--- src/rtl/lsu_pkg.sv ---
// Shared state type, Funct3 size/sign encodings and access-legality helpers
// for the load/store unit.
package lsu_pkg;

    typedef enum logic [1:0] {
        IDLE = 2'd0,
        REQ  = 2'd1,
        DONE = 2'd2
    } lsu_state_e;

    localparam logic [2:0] F3_B  = 3'b000;
    localparam logic [2:0] F3_H  = 3'b001;
    localparam logic [2:0] F3_W  = 3'b010;
    localparam logic [2:0] F3_BU = 3'b100;
    localparam logic [2:0] F3_HU = 3'b101;

    function automatic logic f3_legal(input logic [2:0] f3);
        return f3 inside {F3_B, F3_H, F3_W, F3_BU, F3_HU};
    endfunction

    function automatic logic f3_misaligned(input logic [2:0] f3, input logic [1:0] off);
        case (f3)
            F3_H, F3_HU: return off[0];
            F3_W:        return off != 2'b00;
            default:     return 1'b0;
        endcase
    endfunction

    // Offset of the lowest selected byte lane; misaligned half/word truncate to their boundary.
    function automatic logic [1:0] lane_offset(input logic [2:0] f3, input logic [1:0] off);
        case (f3)
            F3_B, F3_BU: return off;
            F3_H, F3_HU: return {off[1], 1'b0};
            default:     return 2'b00;
        endcase
    endfunction

endpackage

--- src/rtl/load_store_unit_if.sv ---
// Word-wide memory bus between the load/store unit (master) and the memory (slave).
interface load_store_unit_if #(
    parameter int unsigned M = 32
);
    logic         mem_req;
    logic         mem_we;
    logic [M-1:0] mem_addr;
    logic [3:0]   mem_be;
    logic [M-1:0] mem_wdata;
    logic [M-1:0] mem_rdata;
    logic         mem_ready;

    modport master (
        output mem_req, mem_we, mem_addr, mem_be, mem_wdata,
        input  mem_rdata, mem_ready
    );

    modport slave (
        input  mem_req, mem_we, mem_addr, mem_be, mem_wdata,
        output mem_rdata, mem_ready
    );
endinterface

--- src/rtl/lsu_align.sv ---
// Combinational lane logic: byte-enable generation and store steering for the incoming
// access, plus lane extraction and sign/zero extension of the returned read word.
module lsu_align
    import lsu_pkg::*;
(
    input  logic [2:0]  st_funct3_i,
    input  logic [1:0]  st_offset_i,
    input  logic [31:0] st_data_i,
    output logic [3:0]  st_be_o,
    output logic [31:0] st_data_o,
    input  logic [2:0]  ld_funct3_i,
    input  logic [1:0]  ld_offset_i,
    input  logic [31:0] ld_word_i,
    output logic [31:0] ld_data_o
);

    logic [1:0]  st_lane;
    logic [1:0]  ld_lane;
    logic [31:0] ld_shifted;

    always_comb begin
        st_lane   = lane_offset(st_funct3_i, st_offset_i);
        st_be_o   = 4'b0000;
        st_data_o = st_data_i;
        case (st_funct3_i)
            F3_B, F3_BU: begin
                st_be_o   = 4'b0001 << st_lane;
                st_data_o = {4{st_data_i[7:0]}};
            end
            F3_H, F3_HU: begin
                st_be_o   = 4'b0011 << st_lane;
                st_data_o = {2{st_data_i[15:0]}};
            end
            F3_W:    st_be_o = 4'b1111;
            default: st_be_o = 4'b0000;
        endcase
    end

    always_comb begin
        ld_lane    = lane_offset(ld_funct3_i, ld_offset_i);
        ld_shifted = ld_word_i >> {ld_lane, 3'b000};
        ld_data_o  = '0;
        case (ld_funct3_i)
            F3_B:    ld_data_o = {{24{ld_shifted[7]}}, ld_shifted[7:0]};
            F3_BU:   ld_data_o = {24'h000000, ld_shifted[7:0]};
            F3_H:    ld_data_o = {{16{ld_shifted[15]}}, ld_shifted[15:0]};
            F3_HU:   ld_data_o = {16'h0000, ld_shifted[15:0]};
            F3_W:    ld_data_o = ld_word_i;
            default: ld_data_o = '0;
        endcase
    end

endmodule

--- src/rtl/load_store_unit.sv ---
// Load/store unit: IDLE -> REQ -> DONE bus sequencer with lane steering and load extension.
// Define LSU_MISALIGN_TRAP_EN to reject misaligned half/word accesses instead of truncating.
module load_store_unit
    import lsu_pkg::*;
#(
    parameter int unsigned M = 32
) (
    input  logic              clk,
    input  logic              reset,
    input  logic [M-1:0]      ALUResultM,
    input  logic [M-1:0]      WriteDataM,
    input  logic              MemReadM,
    input  logic              MemWriteM,
    input  logic [2:0]        Funct3M,
    load_store_unit_if.master mem,
    output logic [M-1:0]      ReadDataM,
    output logic              StallM,
    output logic              ErrM
);

    lsu_state_e  state_q, state_d;
    logic        req;
    logic        access, misaligned, accept, reject;
    logic [M-1:0] addr_q, wdata_q, rdata_q;
    logic [3:0]  be_q;
    logic        we_q, err_q;
    logic [2:0]  f3_q;
    logic [1:0]  off_q;
    logic [3:0]  st_be;
    logic [31:0] st_data, ld_data;

    assign access = MemReadM | MemWriteM;

`ifdef LSU_MISALIGN_TRAP_EN
    assign misaligned = f3_misaligned(Funct3M, ALUResultM[1:0]);
`else
    assign misaligned = 1'b0;
`endif

    assign accept = access & f3_legal(Funct3M) & ~misaligned;
    assign reject = access & ~accept;

    lsu_align u_align (
        .st_funct3_i (Funct3M),
        .st_offset_i (ALUResultM[1:0]),
        .st_data_i   (WriteDataM),
        .st_be_o     (st_be),
        .st_data_o   (st_data),
        .ld_funct3_i (f3_q),
        .ld_offset_i (off_q),
        .ld_word_i   (mem.mem_rdata),
        .ld_data_o   (ld_data)
    );

    always_comb begin
        state_d = state_q;
        StallM  = 1'b0;
        req     = 1'b0;
        unique case (state_q)
            IDLE: begin
                if (accept) begin
                    StallM  = 1'b1;
                    state_d = REQ;
                end
            end
            REQ: begin
                StallM = 1'b1;
                req    = 1'b1;
                if (mem.mem_ready) begin
                    state_d = DONE;
                end
            end
            DONE:    state_d = IDLE;
            default: state_d = IDLE;
        endcase
    end

    always_ff @(posedge clk) begin
        if (reset) begin
            state_q <= IDLE;
            addr_q  <= '0;
            wdata_q <= '0;
            rdata_q <= '0;
            be_q    <= '0;
            we_q    <= 1'b0;
            err_q   <= 1'b0;
            f3_q    <= '0;
            off_q   <= '0;
        end else begin
            state_q <= state_d;
            err_q   <= (state_q == IDLE) && reject;
            if (state_q == IDLE && accept) begin
                addr_q  <= {ALUResultM[M-1:2], 2'b00};
                wdata_q <= st_data;
                be_q    <= st_be;
                we_q    <= MemWriteM;
                f3_q    <= Funct3M;
                off_q   <= ALUResultM[1:0];
            end
            // A completed store leaves no load result behind.
            if (state_q == REQ && mem.mem_ready) begin
                rdata_q <= we_q ? '0 : ld_data;
            end
        end
    end

    assign mem.mem_req   = req;
    assign mem.mem_we    = we_q;
    assign mem.mem_addr  = addr_q;
    assign mem.mem_be    = be_q;
    assign mem.mem_wdata = wdata_q;
    assign ReadDataM     = rdata_q;
    assign ErrM          = err_q;

endmodule
--- src/flat_wrapper.sv ---
// flat-port wrapper written by rule: the top's interface ports become plain ports
module load_store_unit_flat import lsu_pkg::*;
#(
    parameter int unsigned M = 32
)
  (clk, reset, ALUResultM, WriteDataM, MemReadM, MemWriteM, Funct3M, ReadDataM, StallM, ErrM, mem_mem_req, mem_mem_we, mem_mem_addr, mem_mem_be, mem_mem_wdata, mem_mem_rdata, mem_mem_ready);
  load_store_unit_if #(.M(M)) mem_i ();
  input  logic clk;
  input  logic reset;
  input  logic [M-1:0] ALUResultM;
  input  logic [M-1:0] WriteDataM;
  input  logic MemReadM;
  input  logic MemWriteM;
  input  logic [2:0] Funct3M;
  output logic [M-1:0] ReadDataM;
  output logic StallM;
  output logic ErrM;
  output wire logic [$bits(mem_i.mem_req)-1:0] mem_mem_req;
  output wire logic [$bits(mem_i.mem_we)-1:0] mem_mem_we;
  output wire logic [$bits(mem_i.mem_addr)-1:0] mem_mem_addr;
  output wire logic [$bits(mem_i.mem_be)-1:0] mem_mem_be;
  output wire logic [$bits(mem_i.mem_wdata)-1:0] mem_mem_wdata;
  input wire logic [$bits(mem_i.mem_rdata)-1:0] mem_mem_rdata;
  input wire logic [$bits(mem_i.mem_ready)-1:0] mem_mem_ready;
  assign mem_mem_req = mem_i.mem_req;
  assign mem_mem_we = mem_i.mem_we;
  assign mem_mem_addr = mem_i.mem_addr;
  assign mem_mem_be = mem_i.mem_be;
  assign mem_mem_wdata = mem_i.mem_wdata;
  assign mem_i.mem_rdata = mem_mem_rdata;
  assign mem_i.mem_ready = mem_mem_ready;
  load_store_unit #(.M(M)) u_core (.clk(clk), .reset(reset), .ALUResultM(ALUResultM), .WriteDataM(WriteDataM), .MemReadM(MemReadM), .MemWriteM(MemWriteM), .Funct3M(Funct3M), .mem(mem_i), .ReadDataM(ReadDataM), .StallM(StallM), .ErrM(ErrM));
endmodule
--- config.mk ---
export PLATFORM = sky130hd
export DESIGN_NAME = load_store_unit_flat
export DESIGN_NICKNAME = d
export VERILOG_FILES = /design/src/rtl/lsu_pkg.sv /design/src/rtl/load_store_unit_if.sv /design/src/rtl/lsu_align.sv /design/src/rtl/load_store_unit.sv /design/src/flat_wrapper.sv
export SDC_FILE = /design/constraint.sdc
export NUM_CORES = 1
export LEC_CHECK = 0
export BUFFER_PORTS_ARGS = -buffer_cell sky130_fd_sc_hd__buf_4
export CAP_MARGIN = 20
export CORE_ASPECT_RATIO = 1.1
export CORE_UTILIZATION = 30
export CTS_CLUSTER_SIZE = 28
export DETAILED_ROUTE_END_ITERATION = 16
export GPL_TIMING_DRIVEN = 0
export PLACE_DENSITY = 0.67
export REMOVE_ABC_BUFFERS = 1
export SLEW_MARGIN = 25
export SYNTH_ARGS = -nofsm -noshare
export SYNTH_HDL_FRONTEND = slang
export SYNTH_SLANG_ARGS = --single-unit
--- constraint.sdc ---
create_clock -name clk -period 4.77 [get_ports clk]
set_input_delay 0.477 -clock clk [delete_from_list [all_inputs] [get_ports clk]]
set_output_delay 0.477 -clock clk [all_outputs]
set_load 0.01 [all_outputs]
After elaboration in Yosys (flattened, before gate mapping)
Index checks and enable logic that the tools add are counted.
- eq/ne operators: 11
- shifts and indexed selects: 3
- muxes and demuxes: 12
- bitwise gates (word level): 4
- reductions and logical operators: 12
- operators by type and width (kind ; count):
    32-bit one-hot mux with 5 select lines ; 1
    32-bit one-hot mux with 2 select lines ; 1
    32-bit two-way mux ; 1
    32-bit by 5-bit right shift with 16-bit output ; 1
    3-bit equality test (second input constant) ; 4
    2-bit one-hot mux with 2 select lines ; 3
    4-bit one-hot mux with 3 select lines ; 1
    2-bit OR reduction ; 4
    3-bit by 1-bit equality test with 1-bit output (second input constant) ; 2
    3-bit by 2-bit equality test with 1-bit output (second input constant) ; 2
    3-bit zero test ; 2
    5-bit nonzero test ; 1
    2-bit two-way mux ; 2
    1-bit by 2-bit << shifter with 4-bit output (first input constant) ; 1
    2-bit by 2-bit << shifter with 4-bit output (first input constant) ; 1
    1-bit logical AND ; 3
    1-bit bitwise AND ; 2
    2-bit by 1-bit equality test with 1-bit output (second input constant) ; 1
    2-bit zero test ; 1
    1-bit two-way mux ; 2
    2-bit by 1-bit != test with 1-bit output (second input constant) ; 1
    2-bit != test (second input constant) ; 1
    1-bit one-hot mux with 2 select lines ; 1
    2-bit AND reduction ; 1
    2 further kinds ; 2
- register bits: 107
- input bits: 104
- output and inout port bits: 104
- logic and storage cells: 51

Depth between registers and ports, before layout
- word-level depth: 6
- mapped depth: 8
- depth with buffers taken out: 5

Cells and area by module
Synthesis repeated with hierarchy kept, for this count alone.
- cells, all modules: 610
- area total of the unflattened synthesis: 5542.8 um^2
- by module, submodules not included (module ; instances ; cells an instance ; area an instance (um^2) ; sequential area each (um^2)):
    load_store_unit ; 1 ; 428 ; 4362.9 ; 2142.1
    lsu_align ; 1 ; 182 ; 1179.9 ; 0.0

Worst setup path before layout
Ideal clock, no wire load.
- path type: register to register
- start point: register u_core.off_q[0]
- end point: register u_core.rdata_q[21], in the netlist u_core.ReadDataM[21]
- library setup time: 0.081 ns
- arrival: 1.761 ns
- setup slack: 2.928 ns
- stages on the path, launching flop included: 8
- buffers on the path: 2
- path through: dfxtp_1 or2b_1 buf_6 mux2i_1 o32ai_2 nor2_2 buf_6 a211oi_2
- longest elaborated chain between the ends: 4
- ends and longest elaborated chain (what ; RTL line ; source):
    start: declaration ; load_store_unit.sv:28 ; logic [1:0] off_q;
    start signal: assignment ; load_store_unit.sv:98 ; off_q <= ALUResultM[1:0];
    2-bit one-hot mux with 2 select lines ; lsu_pkg.sv:31 ; case (f3)
    32-bit by 5-bit right shift with 16-bit output ; lsu_align.sv:41 ; ld_shifted = ld_word_i >> {ld_lane, 3'b000};
    32-bit one-hot mux with 5 select lines ; lsu_align.sv:43 ; case (ld_funct3_i)
    32-bit two-way mux ; load_store_unit.sv:102 ; rdata_q <= we_q ? '0 : ld_data;
    end signal: assignment ; load_store_unit.sv:102 ;
    end: declaration ; load_store_unit.sv:24 ; logic [M-1:0] addr_q, wdata_q, rdata_q;
No other way between the ends.
A chain may end at the register's enable or synchronous reset.

Final worst setup path
- start point: register u_core.f3_q[0]
- end point: register u_core.rdata_q[18], in the netlist u_core.ReadDataM[18]
- longest elaborated chain between the ends: 6
- elaborated cells between the ends (all ways): 11
- classes of those cells: 4 x eq/ne; 1 x shift; 3 x mux; 3 x reduce/logical
- ends and longest elaborated chain (what ; RTL line ; source):
    start: declaration ; load_store_unit.sv:27 ; logic [2:0] f3_q;
    start signal: assignment ; load_store_unit.sv:97 ; f3_q <= Funct3M;
    3-bit equality test, or another cell as far along ; lsu_pkg.sv:31, lsu_align.sv:43 ;
    2-bit OR reduction ; lsu_pkg.sv:31 ;
    2-bit one-hot mux with 2 select lines ; lsu_pkg.sv:31 ;
    32-bit by 5-bit right shift with 16-bit output ; lsu_align.sv:41 ;
    32-bit one-hot mux with 5 select lines * ; lsu_align.sv:43 ;
    32-bit two-way mux * ; load_store_unit.sv:102 ;
Mark *: on every way between the ends. The rest lies on a longest branch, timed or not.

==> impl_metrics.ini <==
[synthesis]
yosysTopAreaCell = dfxtp_1
synth_area_mm2 = 0.00468
synth-seq-area-share = 0.458
async_flop_share = 0
synthFlopType = dfxtp_1
synth_top_area_share = 0.458
synth_area_per_cell_um2 = 8.29
ys_ff_latch = 107
yosysMostFrequentCell = nand2_1
netlist_instances = 564
synth_edf_count = 0
yosys-top-cells-count = nand2_1, dfxtp_1, a21oi_1
synthTopCellsByArea = dfxtp_1, nand2_1, a21oi_1
ys_types = 32
yosysWarningCount = 0

[clock_network]
cts_resized = 0
hold_buffers = 0
post_cts_buffers = 0
insertion_delay_ns = 0.36
cts-root-buf = clkbuf_16
cts_tree = done
cts.sinks = 107
cts_buffers = 9
clk_pin_slew_ns = 0.08
htreeDepth = 3
cts_max_path_buffers = 2

[job]
cap_violations = 0

[worst_setup_path]
r2r_start = u_core.f3_q[0]
path_max_fanout = 17
slowest_delay_ns = 0.76
cp.arrival_ns = 3.17
ff2ff_path_depth = 5
path_cells = or2b_1 -> mux2i_1 -> o32ai_2 -> nor2_2 -> a211oi_1
path_class = flip-flop to flip-flop
cp_top_family = simple AND/OR/NAND/NOR gates
cpMaxStageDelayCell = o32ai_2
regToRegSetupSlack_ns = 1.87
path_buf_inv = 0
start_kind = flip-flop
r2r_end = u_core.ReadDataM[18]
end_kind = flip-flop
required_ns = 5.03

[routing]
vias = 4734
drt-wirelength-per-cell_um = 15.6
viasPerCell = 5.05
postRouteAntennaNets = 0
initialDrtViolationCount = 258
drc_errors = 0
wl_um = 14600
dr.pass1.iters = 7

[sta]
hold_viol_final = 0
setup_viol = 0
max_freq_ghz = 0.344
drv_slew = 0
tightest_slew_ns = 0.952
fin_tns_setup_ns = 0
period_needed_ns = 2.90
rsz0062_at_grt = false
clock_skew_ns = 0.00722
max_slew_margin = 0.365
fin_crit_sh = 0.609

[global_routing]
overflow = 0
antenna_found_initial = 0
grtUsageTotal = 0.183
grt_max_degree = 110
grt_pass1_wl_um = 23200
grt_pass1_vias = 4525

[hold_path]
hp-start = ALUResultM[28]
min_path_cells = 3
hp-class = input pin to flip-flop
hold_end = u_core.mem.mem_addr[28]

[die]
core_mm2 = 0.0152
die_area_mm2 = 0.0161
die_h_um = 133
start_util = 0.308
rows = 47
die_w_um = 121
pin_count = 208

[power]
power_frac_comb = 0.223
clockPowerShare = 0.337
leakagePower_uw = 0.00289
intPower_uw = 1570
power_switching_uw = 688
vdd_drop_max_uv = 142
p_per_area_mw_per_mm2 = 336
seqPwrFrac = 0.440
p_sw_frac = 0.305

[final_layout]
post-route-util = 0.442
syn_to_final_growth_pct = 43.2
nets = 840
drive_gt1_frac = 0.331
diodes = 0

[status]
outcome = finished clean

[placement]
place.gp.congestion = 0.850
dp.final_hpwl_um = 9990
portBuffers = 205
-- layout make-up --
class,instances,area (um^2)
Fill cell,1533,8470
Multi-Input combinational cell,405,2340
Sequential cell,107,2140
Timing Repair Buffer,210,1660
Tap cell,196,245
Clock buffer,9,225
Clock inverter,7,76.3
Inverter,3,11.3
-- cell usage in the layout (no fill, tap or decap), types with 4 or more instances in the layout --
cell type  instances
a211oi_1          17
a211oi_2          10
a21oi_1           77
a221oi_1           8
a22oi_1           16
a311oi_1           8
buf_4            204
clkbuf_16          9
dfxtp_1          107
mux2i_1           33
nand2_1          121
nand2b_1           4
nand3b_1          16
nor2_1            29
o21ai_0           35
o22ai_1            9
-- through the flow --
step           setup WS (ns)  std cells  total power [uW]  hold slack [ns]  cell area [um^2]
6_report                1.87        937              2250            0.352              6700
5_1_grt                 1.67        937              2370            0.352              6700
4_1_cts                 1.85        937              2290            0.335              6700
3_5_place_dp            1.88        921              1520            0.447              6400
3_3_place_gp           -1.73        916              1500            0.443              6250
2_1_floorplan          0.552        515              1240            0.425              4470
-- cells by family (layout without fill, tap and decap cells) --
kind of cell / count (synthesis) / after routing / synth area share
AO/OA/AOI/OAI: 184 / 184 / 0.251
buffers and inverters: 53 / 229 / 0.0484
flip-flops: 107 / 107 / 0.458
multiplexers: 33 / 33 / 0.0706
other: 1 / 2 / 0.000802
AND/OR/NAND/NOR: 186 / 186 / 0.171
-- sequential cells by signal, indices dropped and copies added, names as in the netlist --
name	cells
u_core.ErrM	1
u_core.ReadDataM	32
u_core.f3_q	3
u_core.mem.mem_addr	30
u_core.mem.mem_be	4
u_core.mem.mem_wdata	32
u_core.mem.mem_we	1
u_core.off_q	2
u_core.state_q	2
-- how the worst max path moves through the flow --
| stage | end | slack (ns) | cells after the start | startpoint |
|---|---|---|---|---|
| floorplan | u_core.mem.mem_wdata[10] | 0.55 | 3 | Funct3M[2] |
| CTS | u_core.ReadDataM[18] | 1.85 | 5 | u_core.f3_q[0] |
| global placement | u_core.off_q[1] | -1.73 | 5 | Funct3M[0] |
| global route | u_core.ReadDataM[31] | 1.67 | 5 | u_core.f3_q[0] |
| detailed placement | u_core.ReadDataM[31] | 1.88 | 5 | u_core.f3_q[0] |
| finish | u_core.ReadDataM[18] | 1.87 | 5 | u_core.f3_q[0] |
-- power by group through the flow --
| stage | clock network, uW | registers [uW] | logic [uW] |
|---|---|---|---|
| global placement | 0 | 1010 | 491 |
| floorplan | 0 | 1030 | 207 |
| global route | 818 | 999 | 554 |
| finish | 759 | 992 | 503 |
| CTS | 791 | 992 | 508 |
| detailed placement | 0 | 1010 | 507 |
-- routing by layer --
layer  track usage  vias to the layer above  wire length (um)
met1         0.225                     2165              6150
met4        0.0782                        0               317
met2         0.291                      205              6730
met3        0.0612                       22              1450
met5             0                        -                 0
li1              -                     2342                 -
-- worst register-to-register path, delay by kind of cell, from the launching register on --
kind | cells | cell delay (ns)
compound gates | 2 | 1.06
mux | 1 | 0.25
simple gates | 2 | 1.14
flops | 1 | 0.37
(Power assumes the default switching activity.)
